$ cat config.mk
export PLATFORM = sky130hd
export DESIGN_NAME = processor_dispatcher
export DESIGN_NICKNAME = d
export VERILOG_FILES = /design/src/rtl/processor_dispatcher_pkg.sv /design/src/rtl/dispatcher_buffer_tracker.sv /design/src/rtl/processor_dispatcher.sv
export SDC_FILE = /design/constraint.sdc
export NUM_CORES = 1
export LEC_CHECK = 0
export CAP_MARGIN = 15
export CORE_MARGIN = 1.5
export CORE_UTILIZATION = 50
export DETAILED_ROUTE_END_ITERATION = 8
export PLACE_DENSITY_LB_ADDON = 0.15
export SETUP_SLACK_MARGIN = 0.5
export SYNTH_ARGS = -nofsm -noshare
export SYNTH_HDL_FRONTEND = slang
export SYNTH_SLANG_ARGS = --single-unit
$ cat constraint.sdc
create_clock -name clk -period 1.8 [get_ports clk]
set_input_delay 0.27 -clock clk [delete_from_list [all_inputs] [get_ports clk]]
set_output_delay 0.27 -clock clk [all_outputs]
set_load 0.02 [all_outputs]
$ cat src/rtl/processor_dispatcher_pkg.sv
// Shared types for the processor dispatcher: FSM states, result payload and
// default field widths.
package processor_dispatcher_pkg;

    localparam int unsigned XBITS_DEF     = 10;
    localparam int unsigned YBITS_DEF     = 10;
    localparam int unsigned SCALEBITS_DEF = 5;
    localparam int unsigned FIXEDBITS_DEF = 32;
    localparam int unsigned STAGEBITS_DEF = 5;

    typedef enum logic [2:0] {
        ST_IDLE,
        ST_VAR_REQ,
        ST_VAR_GUARD,
        ST_VAR_WAIT,
        ST_RUN_REQ,
        ST_RUN_WAIT,
        ST_RESULT
    } state_t;

    // Result payload handed to the detection-output stage (default widths).
    typedef struct packed {
        logic                     passfail;
        logic [XBITS_DEF-1:0]     x;
        logic [YBITS_DEF-1:0]     y;
        logic [SCALEBITS_DEF-1:0] scale;
    } processor_dispatcher_result_t;

endpackage

$ cat src/rtl/dispatcher_buffer_tracker.sv
// Tracks occupancy of the two window-cache buffers and their metadata.
// Ports: fill_* from the loader, rel_en/rel_buf release a buffer, sel_buf
// picks the metadata presented on sel_*_c; full/fill_buf/err_overflow are
// registered, fill_ready_c is decoded.
module dispatcher_buffer_tracker
    import processor_dispatcher_pkg::*;
#(
    parameter int unsigned XBITS     = XBITS_DEF,
    parameter int unsigned YBITS     = YBITS_DEF,
    parameter int unsigned SCALEBITS = SCALEBITS_DEF,
    parameter int unsigned FIXEDBITS = FIXEDBITS_DEF
) (
    input  logic                 clk,
    input  logic                 rst_n,
    input  logic                 fill_done,
    input  logic [XBITS-1:0]     fill_x,
    input  logic [YBITS-1:0]     fill_y,
    input  logic [SCALEBITS-1:0] fill_scale,
    input  logic [FIXEDBITS-1:0] fill_inv_area,
    input  logic                 rel_en,
    input  logic                 rel_buf,
    input  logic                 sel_buf,
    output logic [1:0]           full,
    output logic                 fill_buf,
    output logic                 fill_ready_c,
    output logic [XBITS-1:0]     sel_x_c,
    output logic [YBITS-1:0]     sel_y_c,
    output logic [SCALEBITS-1:0] sel_scale_c,
    output logic [FIXEDBITS-1:0] sel_inv_area_c,
    output logic                 err_overflow
);

    logic [XBITS-1:0]     meta_x   [2];
    logic [YBITS-1:0]     meta_y   [2];
    logic [SCALEBITS-1:0] meta_sc  [2];
    logic [FIXEDBITS-1:0] meta_inv [2];
    logic                 accept_c;

    assign fill_ready_c   = ~full[fill_buf];
    assign accept_c       = fill_done & fill_ready_c;
    assign sel_x_c        = meta_x[sel_buf];
    assign sel_y_c        = meta_y[sel_buf];
    assign sel_scale_c    = meta_sc[sel_buf];
    assign sel_inv_area_c = meta_inv[sel_buf];

    // Release and fill never target the same buffer, so the two writes to
    // full are independent.
    always_ff @(posedge clk or negedge rst_n) begin
        if (!rst_n) begin
            full         <= 2'b00;
            fill_buf     <= 1'b0;
            err_overflow <= 1'b0;
            meta_x[0]    <= '0;
            meta_x[1]    <= '0;
            meta_y[0]    <= '0;
            meta_y[1]    <= '0;
            meta_sc[0]   <= '0;
            meta_sc[1]   <= '0;
            meta_inv[0]  <= '0;
            meta_inv[1]  <= '0;
        end else begin
            if (rel_en) begin
                full[rel_buf] <= 1'b0;
            end
            if (accept_c) begin
                full[fill_buf]     <= 1'b1;
                meta_x[fill_buf]   <= fill_x;
                meta_y[fill_buf]   <= fill_y;
                meta_sc[fill_buf]  <= fill_scale;
                meta_inv[fill_buf] <= fill_inv_area;
                fill_buf           <= ~fill_buf;
            end
            if (fill_done & ~fill_ready_c) begin
                err_overflow <= 1'b1;
            end
        end
    end

endmodule

$ cat src/rtl/processor_dispatcher.sv
// Initiator of the processor control protocol: for each filled buffer runs
// variance setup, detection and result collection, forwards results and
// releases the buffer. Ports: loader side (fill_*), processor side (proc_*),
// result slot (res_*), statistics (stat_*) and err_overflow.
module processor_dispatcher
    import processor_dispatcher_pkg::*;
#(
    parameter int unsigned XBITS         = XBITS_DEF,
    parameter int unsigned YBITS         = YBITS_DEF,
    parameter int unsigned SCALEBITS     = SCALEBITS_DEF,
    parameter int unsigned FIXEDBITS     = FIXEDBITS_DEF,
    parameter int unsigned STAGEBITS     = STAGEBITS_DEF,
    parameter bit          FORWARD_FAILS = 1'b0
) (
    input  logic                 clk,
    input  logic                 rst_n,
    input  logic [STAGEBITS-1:0] cfg_num_stages,
    output logic                 fill_buf,
    output logic                 fill_ready,
    input  logic                 fill_done,
    input  logic [XBITS-1:0]     fill_x,
    input  logic [YBITS-1:0]     fill_y,
    input  logic [SCALEBITS-1:0] fill_scale,
    input  logic [FIXEDBITS-1:0] fill_inv_area,
    output logic                 proc_startVar,
    input  logic                 proc_readyVar,
    output logic                 proc_start,
    input  logic                 proc_ready,
    input  logic                 proc_done,
    input  logic                 proc_valid,
    input  logic                 proc_passfail,
    output logic                 proc_taken,
    output logic                 proc_dblBuf,
    output logic [STAGEBITS-1:0] proc_numberOfStages,
    output logic [FIXEDBITS-1:0] proc_inv_window_area,
    output logic                 res_valid,
    output logic                 res_passfail,
    output logic [XBITS-1:0]     res_x,
    output logic [YBITS-1:0]     res_y,
    output logic [SCALEBITS-1:0] res_scale,
    input  logic                 res_taken,
    output logic [15:0]          stat_windows,
    output logic [15:0]          stat_passed,
    output logic                 err_overflow
);

    state_t               state, state_next;
    logic                 cur_buf;
    logic [1:0]           full;
    logic                 fill_ready_c;
    logic                 taken_c, drop_c, slot_free_c, load_c;
    logic [XBITS-1:0]     sel_x_c;
    logic [YBITS-1:0]     sel_y_c;
    logic [SCALEBITS-1:0] sel_scale_c;
    logic [FIXEDBITS-1:0] sel_inv_area_c;

    dispatcher_buffer_tracker #(
        .XBITS     (XBITS),
        .YBITS     (YBITS),
        .SCALEBITS (SCALEBITS),
        .FIXEDBITS (FIXEDBITS)
    ) u_tracker (
        .clk            (clk),
        .rst_n          (rst_n),
        .fill_done      (fill_done),
        .fill_x         (fill_x),
        .fill_y         (fill_y),
        .fill_scale     (fill_scale),
        .fill_inv_area  (fill_inv_area),
        .rel_en         (taken_c),
        .rel_buf        (cur_buf),
        .sel_buf        (cur_buf),
        .full           (full),
        .fill_buf       (fill_buf),
        .fill_ready_c   (fill_ready_c),
        .sel_x_c        (sel_x_c),
        .sel_y_c        (sel_y_c),
        .sel_scale_c    (sel_scale_c),
        .sel_inv_area_c (sel_inv_area_c),
        .err_overflow   (err_overflow)
    );

    assign fill_ready  = fill_ready_c;
    assign proc_taken  = taken_c;
    assign proc_dblBuf = cur_buf;

    // State register.
    always_ff @(posedge clk or negedge rst_n) begin
        if (!rst_n) begin
            state <= ST_IDLE;
        end else begin
            state <= state_next;
        end
    end

    // Next state and result handshake.
    always_comb begin
        state_next  = state;
        taken_c     = 1'b0;
        drop_c      = ~proc_passfail & ~FORWARD_FAILS;
        slot_free_c = ~res_valid | res_taken;
        case (state)
            ST_IDLE:      if (full[cur_buf]) state_next = ST_VAR_REQ;
            ST_VAR_REQ:   if (proc_readyVar) state_next = ST_VAR_GUARD;
            // The processor lowers readyVar during this cycle; ignore it.
            ST_VAR_GUARD: state_next = ST_VAR_WAIT;
            ST_VAR_WAIT:  if (proc_readyVar) state_next = ST_RUN_REQ;
            ST_RUN_REQ:   if (proc_ready) state_next = ST_RUN_WAIT;
            ST_RUN_WAIT:  if (proc_done) state_next = ST_RESULT;
            ST_RESULT: begin
                taken_c = proc_valid & (drop_c | slot_free_c);
                if (taken_c) state_next = ST_IDLE;
            end
            default:      state_next = ST_IDLE;
        endcase
        load_c = taken_c & ~drop_c;
    end

    // Registered requests, latched window parameters, result slot, counters.
    always_ff @(posedge clk or negedge rst_n) begin
        if (!rst_n) begin
            proc_startVar        <= 1'b0;
            proc_start           <= 1'b0;
            proc_numberOfStages  <= '0;
            proc_inv_window_area <= '0;
            cur_buf              <= 1'b0;
            res_valid            <= 1'b0;
            res_passfail         <= 1'b0;
            res_x                <= '0;
            res_y                <= '0;
            res_scale            <= '0;
            stat_windows         <= 16'd0;
            stat_passed          <= 16'd0;
        end else begin
            proc_startVar <= (state_next == ST_VAR_REQ);
            proc_start    <= (state_next == ST_RUN_REQ);
            if (state == ST_VAR_REQ && proc_readyVar) begin
                proc_numberOfStages <= cfg_num_stages;
            end
            if (state == ST_IDLE && state_next == ST_VAR_REQ) begin
                proc_inv_window_area <= sel_inv_area_c;
            end
            if (taken_c) begin
                cur_buf      <= ~cur_buf;
                stat_windows <= stat_windows + 16'd1;
                if (proc_passfail) stat_passed <= stat_passed + 16'd1;
            end
            if (load_c) begin
                res_valid    <= 1'b1;
                res_passfail <= proc_passfail;
                res_x        <= sel_x_c;
                res_y        <= sel_y_c;
                res_scale    <= sel_scale_c;
            end else if (res_taken) begin
                res_valid <= 1'b0;
            end
        end
    end

endmodule

Word-level counts from Yosys, hierarchy flattened

Index checks and enable logic that the tools add are counted.

Add/subtract/negate cells: 2
$lt $le $gt $ge: 7
Equal/unequal tests: 8
Mux-type cells: 42
Bitwise gates (word level): 16
Reduce and logical (&&, ||, !) cells: 8

Operators by type and width:

| operator                                           | number |
|---|---|
| 2-to-1 mux 32 bit                                  | 4 |
| 2-to-1 mux 10 bit                                  | 7 |
| bitwise mux 64 bit                                 | 1 |
| bitwise mux 20 bit                                 | 2 |
| adder 16 x 1 -> 16 bit, second input constant      | 2 |
| demux 32 bit (select 1 bit)                        | 1 |
| one-hot mux 3 bit (7 select lines)                 | 1 |
| 2-to-1 mux 5 bit                                   | 4 |
| 2-to-1 mux 3 bit                                   | 6 |
| == test 3 bit, second input constant               | 4 |
| bitwise mux 10 bit                                 | 1 |
| demux 10 bit (select 1 bit)                        | 1 |
| 2-to-1 mux 1 bit                                   | 9 |
| == test 3 x 1 -> 1 bit, second input constant      | 2 |
| == test 3 x 2 -> 1 bit, second input constant      | 2 |
| demux 5 bit (select 1 bit)                         | 1 |
| logical AND 1 bit                                  | 5 |
| NOT 1 bit                                          | 5 |
| AND 1 bit                                          | 4 |
| >= comparator 2 bit, second input constant         | 2 |
| < comparator 1 x 2 -> 1 bit, second input constant | 2 |
| 2-to-1 mux 2 bit                                   | 2 |
| NOT 1 -> 2 bit                                     | 2 |
| zero test 3 bit                                    | 1 |
| 9 further kinds                                    | 12 |

Register bits: 220
Bits of input ports: 71
Output and inout bits: 103
Word-level logic and storage cells: 107

Longest topological paths before layout

Gate-level depths: netlist (run 1).

Depth after elaboration: 9
Gate-level depth with buffers: 8
Depth with buffers taken out: 5

Modules after synthesis

Synthesis (run 1) repeated with hierarchy kept, for this count alone.

Cells, all modules: 672
Area, all modules: 9,241.4 µm²

Modules (own cells, without submodules):

| module                    | times used | cells each | area each (µm²) | seq. area each (µm²) |
|---|---|---|---|---|
| dispatcher_buffer_tracker | 1          | 318        | 5,062.4         | 2,952.8 |
| processor_dispatcher      | 1          | 354        | 4,179.0         | 2,552.4 |

Worst setup path before layout (run 1)

No wires, ideal clock.

Path type: reg-to-reg
From: reg u_tracker.fill_buf
To: reg u_tracker.meta_inv[55] in the netlist's numbering
Setup time: 0.125 ns
Data arrival time: 1.532 ns
Required time: 1.675 ns
Path slack: 0.143 ns
Stages on the path, launching flop included: 5
Period minus slack after synthesis: 1.657 ns
Path through: dfrtp_1 > nor3_2 > buf_2 > buf_2 > mux2_2

Word-level cells in the longest chain between the ends: 6

Ends and longest elaborated chain:

| what                                                                                     | RTL line                        | RTL |
|---|---|---|
| start, declared                                                                          | dispatcher_buffer_tracker.sv:24 | `output logic fill_buf,` |
| start signal, assigned                                                                   | dispatcher_buffer_tracker.sv:71 | `fill_buf <= ~fill_buf;` |
| NOT 1 -> 2 bit (not written as such)                                                     | dispatcher_buffer_tracker.sv:70 | `meta_inv[fill_buf] <= fill_inv_area;` |
| >= comparator 2 bit (not written as such) or < comparator 2 x 1 -> 1 bit (tied branches) | dispatcher_buffer_tracker.sv:70 |  |
| logical AND 1 bit (not written as such)                                                  | dispatcher_buffer_tracker.sv:70 |  |
| 2-to-1 mux 32 bit (not written as such)                                                  | dispatcher_buffer_tracker.sv:70 |  |
| demux 32 bit (select 1 bit)                                                              | dispatcher_buffer_tracker.sv:70 |  |
| bitwise mux 64 bit                                                                       | dispatcher_buffer_tracker.sv:70 |  |
| end signal, assigned by index                                                            | dispatcher_buffer_tracker.sv:70 |  |
| end, declared                                                                            | dispatcher_buffer_tracker.sv:36 | `logic [FIXEDBITS-1:0] meta_inv [2];` |

Parallel ways exist; a longest one is shown, timed or not. The select of a mux whose other input is x is not followed.
A chain may end at the register's enable or synchronous reset.

Worst setup path after layout (run 1)

From: reg u_tracker.fill_buf
To: reg u_tracker.meta_y[1] in the netlist's numbering

Word-level cells in the longest chain between the ends: 6

Ends and longest elaborated chain:

| what                                                                                     | RTL line                        | RTL |
|---|---|---|
| NOT 1 -> 2 bit (not written as such)                                                     | dispatcher_buffer_tracker.sv:68 | `meta_y[fill_buf] <= fill_y;` |
| >= comparator 2 bit (not written as such) or < comparator 2 x 1 -> 1 bit (tied branches) | dispatcher_buffer_tracker.sv:68 |  |
| logical AND 1 bit (not written as such)                                                  | dispatcher_buffer_tracker.sv:68 |  |
| 2-to-1 mux 10 bit (not written as such)                                                  | dispatcher_buffer_tracker.sv:68 |  |
| demux 10 bit (select 1 bit)                                                              | dispatcher_buffer_tracker.sv:68 |  |
| bitwise mux 20 bit                                                                       | dispatcher_buffer_tracker.sv:68 |  |
| end signal, assigned by index                                                            | dispatcher_buffer_tracker.sv:68 |  |
| end, declared                                                                            | dispatcher_buffer_tracker.sv:34 | `logic [YBITS-1:0] meta_y [2];` |

Parallel ways exist; a longest one is shown, timed or not. The select of a mux whose other input is x is not followed.

==> metrics.csv, run 1 <==
stage,metric,value,unit
hold_path,Hold Path Class,in -> async,
die,Starting Density,0.507,
synthesis,multiplexer area fraction after synthesis,0.214,
routing,Post-route DRC,0,
synthesis,Area contributors post-synth,"dfrtp_1, mux2_2, mux2i_1, nand2_1, o21ai_0",
sta,Worst Tran Pin Value,549,ps
routing,Initial DRC Count,306,
critical_path,Critical path origin,u_tracker.fill_buf,
synthesis,Post-Synth Adder-Cell Area,0.00276,
synthesis,synth warn,0,
grt,All-Layer GR Usage,0.230,
cells_and_area,final instance count without filler cells,1231,
critical_path,CP Data Arrival Time,2130,ps
power_and_ir_drop,P_leak,6.84,nW
critical_path,"critical path fanouts, max",4,
routing,wire length per cell,20.3,um
synthesis,top cell type's share of synthesized area,0.607,
synthesis,post-synth top area cell,dfrtp_1,
grt,vias in the first global route,6653,
grt,gr ovfl total,0,
die,num rows,49,
sta,skew final,18.4,ps
routing,Pre-Repair DR Iteration Count,4,
critical_path,reg-to-reg startpoint,u_tracker.fill_buf,
synthesis,"flops & latches, synth",220,
placed_design,post-DP HPWL,13.4,mm
sta,min Tclk post-route,1730,ps
synthesis,Synth Area in XOR/XNOR,0.0299,
die,Die Ht,138,um
placed_design,Final Wtd Congestion,0.826,
sta,max-slew violation count,0,
synthesis,Post-Synth Simple-Gate Area,0.0873,
synthesis,"Avg Cell Area, Syn",13.2,um^2
clock_tree,worst skew pair latency,520,ps
routing,detailed-route via count,6618,
synthesis,post-synthesis instance total,687,
grt,initial antenna violation count,0,
cells_and_area,Syn-to-layout area delta,54.7,%
critical_path,crit end category,register,
status,status,"finished, final reports clean",
grt,first-pass GRT wire length,34.1,mm
run,max_cap viols,0,
clock_tree,CTS tree,built,
die,DIE AREA,19000,um^2
critical_path,CP required,2200,ps
clock_tree,Clk Tree Root Cell,clkbuf_16,
synthesis,synthesized cell area,9070,um^2
clock_tree,CTS Buf Count,23,
sta,final hold vios,0,
sta,Slew headroom,0.633,
critical_path,startpoint types,register,
clock_tree,CTS sink count,220,
routing,Routed WL,25.0,mm
synthesis,largest family of logic cells by synthesized area,multiplexers,
critical_path,CP Class,reg -> reg,
sta,final setup TNS,0,ps
placed_design,placed cells,1085,
clock_tree,clock slew at reported path FFs,60,ps
cells_and_area,# nets final,1058,
power_and_ir_drop,Pwr per Cell Area,1600,nW/um^2
routing,Antenna Nets Post-Route,0,
synthesis,compound-gate portion of the synthesized area,0.0386,
placed_design,port buffer count,173,
die,Die Wd,138,um
clock_tree,CTS H-tree lvls,1,
grt,pin count of the biggest net entering global routing,56,
synthesis,register area share after synthesis,0.607,
cells_and_area,Diodes inserted,0,
sta,Final setup viols,0,
clock_tree,CTS Buffer Depth,3,
synthesis,syn nets,760,
sta,RSZ-0062 raised after global routing,true,
cells_and_area,share of layout cells above drive strength 1,0.452,
die,core area,17900,um^2
routing,post-DR vias/cell,5.38,
synthesis,Yosys cell types,40,
sta,fin crit share,0.961,
power_and_ir_drop,maximum VDD drop,1.17,mV
sta,max frequency,578,MHz
die,# IOs,174,
final cells by class:
cell class                 instances  area, um^2
clock buffer                      36         674
clock inverter                     6        70.1
fill                            1031        3860
sequential                       220        5530
inverter                           5        18.8
multi-input combinational        426        4020
timing repair buffer             309        3440
tap                              229         287
what timing repair did:
action                     4_1_cts  5_1_grt
hold buffers                     1        0
gates resized for setup        648      132
hold endpoints to repair        43        0
buffers inserted                55       32
gates cloned                     3       13
setup endpoints to repair      304      317
pin swaps                        1        4
cells in the mapped netlist, drive strengths merged:
cell	instances
inv	5
nor2b	5
clkbuf	13
dfrtp	220
a32oi	1
nand3	12
mux2i	59
nand4	9
o21bai	1
and4	3
o21ai	59
a21o	1
a221o	1
o21a	1
and3	2
nor3	12
xor2	18
nor2	6
buf	23
o31ai	1
or2	1
nand3b	3
nand2b	2
nand2	82
a31oi	1
and4b	1
ha	2
nor3b	1
mux2	120
xnor2	13
nor4	9
registers in the layout, summed over array words and instances (netlist names), 10 cells and up:
register              count
u_tracker.meta_inv       64
proc_inv_window_area     32
u_tracker.meta_x         20
u_tracker.meta_y         20
stat_passed              16
stat_windows             16
res_x                    10
res_y                    10
u_tracker.meta_sc        10
worst max-delay path: stages, from the launching register on:
cell	delay, ps
dfrtp_2	430
buf_6	130
buf_6	110
nand3b_1	190
buf_6	150
clkbuf_16	160
clkbuf_16	160
mux2_4	290
cells by family after synthesis:
kind of cell             count (synthesis)
XOR/XNOR                                31
buffers and inverters                   41
multiplexers                           179
flip-flops                             220
AND/OR/NAND/NOR                        148
AO/OA/AOI/OAI                           66
adder cells (fa/ha/maj)                  2
layout by cell type, fill, tap and decap left out, types with 5 or more instances in the layout:
cell               n
buf_12            12
clkbuf_16         34
nand3_1            7
buf_16             5
nor3_2             7
buf_8              7
mux2i_1           58
buf_6            113
clkdlybuf4s50_1   69
nand4_1            8
dfrtp_2           17
o21ai_0           31
xor2_1            18
buf_4             90
mux2_4           115
nor4_4             5
dfrtp_1          202
nor2b_1            5
o21ai_1           27
mux2_2             5
clkbuf_1           8
xnor2_1           12
clkbuf_8           5
nand2_1           77
through the flow:
step | hold WS [ps] | worst slack (ps) | cell area [um^2] | util | power [mW]
6_report | 257 | 70.0 | 14000 | 0.784 | 22.5
5_1_grt | 297 | 29.2 | 14000 | 0.784 | 23.6
4_1_cts | 271 | 89.0 | 13000 | 0.724 | 20.8
3_5_place_dp | 217 | -234 | 11500 | 0.641 | 15.3
3_3_place_gp | 209 | -207 | 11500 | 0.641 | 14.9
2_1_floorplan | -25.6 | 396 | 9380 | - | 12.6
power breakdown:
| group | internal (mW) | leakage (nW) | switching, mW |
|---|---|---|---|
| combinational | 5.52 | 3.76 | 3.94 |
| sequential | 6.98 | 2.71 | 1.39 |
| clock | 2.73 | 0.368 | 1.93 |
worst paths after layout:
path | to | slack, ps | cells past startpoint
max | u_tracker.meta_y[1] | 70 | 7
min in group clk | proc_numberOfStages[1] | 380 | 2
max in group asynchronous | u_tracker.meta_inv[20] | 870 | 3
min | proc_numberOfStages[1] | 260 | 2
max reg2reg | u_tracker.meta_y[1] | 70 | 7
min reg2reg | u_tracker.meta_inv[62] | 510 | 1
layer usage:
layer | GRT usage | part of all wire | vias to the layer above
met3 | 0.0537 | 0.045 | 44
met2 | 0.400 | 0.51 | 170
met4 | 0.0602 | 0.024 | 0
met1 | 0.288 | 0.42 | 3405
met5 | 0 | 0 | -
li1 | - | - | 2999
No activity file was read; power rests on OpenSTA's default activity.
==> run 2: changes to the inputs <==
ABC_AREA = 1   (was default)
==> metrics.csv, run 2 <==
stage,metric,value,unit,change
routing,Pre-Repair DR Iteration Count,6,,+2
cells_and_area,share of layout cells above drive strength 1,0.327,,-0.125
clock_tree,clock slew at reported path FFs,60,ps,about the same
clock_tree,CTS Buf Count,24,,+4.3%
critical_path,CP Class,reg -> reg,,
cells_and_area,most frequent cells in the layout,"nand2_1, dfrtp_1, buf_6",,
grt,vias in the first global route,8045,,+21%
cells_and_area,Syn-to-layout area delta,59.1,%,
clock_tree,CTS tree,built,,
clock_tree,CTS Buffer Depth,3,,unchanged
sta,max frequency,589,MHz,+1.9%
status,status,"finished, final reports clean",,
die,Die Wd,140,um,+1.9%
sta,post-route setup slack,103,ps,+33.1 ps
cells_and_area,"most common cell after layout, fill and taps aside",nand2_1,,
grt,pin count of the biggest net entering global routing,66,,+18%
critical_path,CP required,2210,ps,about the same
synthesis,Post-synth EDFFs,0,,unchanged
critical_path,crit end category,register,,
routing,detailed-route via count,8963,,+35%
power_and_ir_drop,P_leak,7.44,nW,+8.7%
die,DIE AREA,19700,um^2,+3.9%
synthesis,register area share after synthesis,0.583,,-0.0235
synthesis,Post-synth top cells,"nand2_1, dfrtp_1, o21ai_0",,
synthesis,most instantiated library cell after synthesis,nand2_1,,
die,core area,18600,um^2,+3.8%
placed_design,Final Wtd Congestion,0.864,,+4.6%
critical_path,startpoint types,register,,
clock_tree,worst skew pair latency,530,ps,about the same
synthesis,post-synthesis instance total,1119,,+63%
run,max_cap viols,0,,unchanged
synthesis,post-synth top area cell,dfrtp_1,,
clock_tree,CTS sink count,220,,unchanged
cells_and_area,Largest Register,u_tracker.meta_inv,,
die,Die Ht,140,um,+1.9%
cells_and_area,biggest regs,"u_tracker.meta_inv: 64 flops, proc_inv_window_area: 32 flops",,
placed_design,Setup Slack @ Placement,-149,ps,+85.0 ps
synthesis,synthesized cell area,9440,um^2,+4.0%
clock_tree,Clk Tree Root Cell,clkbuf_16,,
cells_and_area,final core utilization,0.808,,+0.0240
placed_design,port buffer count,173,,unchanged
synthesis,"flops & latches, synth",220,,unchanged
sta,hold_ws,297,ps,+40.0 ps
routing,post-DR vias/cell,5.33,,-0.88%
sta,Worst Tran Pin Value,853,ps,+304 ps
routing,Antenna Nets Post-Route,0,,unchanged
placed_design,post-DP HPWL,14.1,mm,+5.2%
synthesis,top cell type's share of synthesized area,0.583,,-0.0235
grt,initial antenna violation count,2,,+2
routing,Routed WL,29.9,mm,+20%
synthesis,Most used DFF post-synth,dfrtp_1,,
grt,gr ovfl total,0,,unchanged
sta,max-slew violation count,0,,unchanged
sta,min Tclk post-route,1700,ps,-33.1 ps
critical_path,"critical path fanouts, max",9,,+5
grt,first-pass GRT wire length,39.9,mm,+17%
placed_design,Area after DPL,11700,um^2,+2.0%
synthesis,syn nets,1192,,+57%
die,# IOs,174,,unchanged
hold_path,Hold Path Class,in -> async,,
sta,final setup TNS,0,ps,unchanged
power_and_ir_drop,Pwr per Cell Area,1610,nW/um^2,+0.79%
clock_tree,CTS H-tree lvls,1,,unchanged
synthesis,Yosys cell types,29,,-28%
synthesis,fraction of registers with async set/reset,1.00,,unchanged
sta,skew final,17.2,ps,-1.21 ps
sta,RSZ-0062 raised after global routing,true,,
die,Starting Density,0.508,,+0.00116
sta,Final setup viols,0,,unchanged
critical_path,CP Data Arrival Time,2110,ps,-20 ps
cells_and_area,# nets final,1504,,+42%
synthesis,Area contributors post-synth,"dfrtp_1, nand2_1, o21ai_0, inv_1, nor2_1",,
cells_and_area,max FFs per register,64,,unchanged
synthesis,"Avg Cell Area, Syn",8.44,um^2,-36%
routing,wire length per cell,17.8,um,-13%
cells_and_area,Diodes inserted,0,,unchanged
cells_and_area,cell area after layout,15000,um^2,+7.0%
routing,Post-route DRC,0,,unchanged
die,num rows,50,,+2.0%
power_and_ir_drop,maximum VDD drop,1.22,mV,+4.6%
grt,All-Layer GR Usage,0.250,,+0.0204
sta,Slew headroom,0.430,,-0.203
routing,Initial DRC Count,582,,+90%
sta,final hold vios,0,,unchanged
synthesis,synth warn,0,,unchanged
sta,fin crit share,0.943,,-0.0184
[run 2: changes by cell type after synthesis, moves of 31 or more]
cell     delta
mux2i_1    -59
inv_1      +82
nand2_1   +368
mux2_2    -115
o21ai_0    +74
nor2_1     +66
a31oi_1    +31
[run 2: cell families (layout without fill, tap and decap cells)]
group / count (synthesis) / after routing / share of synthesized area
compound gates: 172 / 172 / 0.0969
xor+xnor: 16 / 16 / 0.0148
mux: 5 / 5 / 0.00596
flops: 220 / 220 / 0.583
buf+inv: 141 / 468 / 0.0619
simple gates: 563 / 565 / 0.235
fa+ha+maj: 2 / 2 / 0.00265
[run 2: area by class of cell]
type / instances / area [um^2]
flip-flops and latches: 220 / 5520
multi-input cells: 760 / 4110
repair buffers: 336 / 3960
fillers: 1127 / 3560
clock buffers: 36 / 716
inverters: 89 / 349
well taps: 234 / 293
clock inverters: 7 / 75.1
[run 2: path summary, 6_finish.rpt]
check,startpoint,endpoint,slack [ps],cells after the start
min reg2reg,u_tracker.meta_inv[4],u_tracker.meta_inv[4],480,2
min in group clk,fill_inv_area[4],u_tracker.meta_inv[36],300,3
max reg2reg,state[1],res_scale[1],100,12
min,rst_n,stat_windows[14],300,2
max in group asynchronous,rst_n,u_tracker.meta_y[2],820,3
max,state[1],res_scale[1],100,12
[run 2: report_power, final]
group,total [mW],internal [mW],leakage [nW],switching (mW)
Clock,4.91,2.89,0.393,2.02
Sequential,8.71,7.04,2.73,1.66
Combinational,10.6,5.25,4.32,5.38
Total,24.3,15.2,7.44,9.06
[run 2: worst max-delay path, cell delays in order (launching register included)]
cell and delay (ps):
dfrtp_1 400, nand2_2 110, nor2_4 60, inv_2 90, nor2_8 40, buf_6 100
buf_6 110, buf_6 120, nand2_8 120, clkinv_8 120, clkbuf_16 190, nand2_2 60
nand2_1 60
[run 2: per-stage QoR]
step	cells	power [mW]
5_1_grt	1682	25.5
3_3_place_gp	1509	15.6
4_1_cts	1620	22.2
2_1_floorplan	1119	12.7
6_report	1682	24.3
3_5_place_dp	1509	15.8
[run 2: what timing repair did]
action,4_1_cts,5_1_grt
pin swaps,3,13
gates resized for setup,644,281
hold buffers,1,0
gates cloned,7,29
endpoints found under the hold margin,56,0
setup endpoints to repair,241,273
buffers inserted,60,33
[run 2: metal layers]
layer / global-route usage / routed length, um
met5: 0 / 13
met4: 0.0693 / 864
met3: 0.0427 / 2100
met2: 0.420 / 15000
met1: 0.336 / 12000
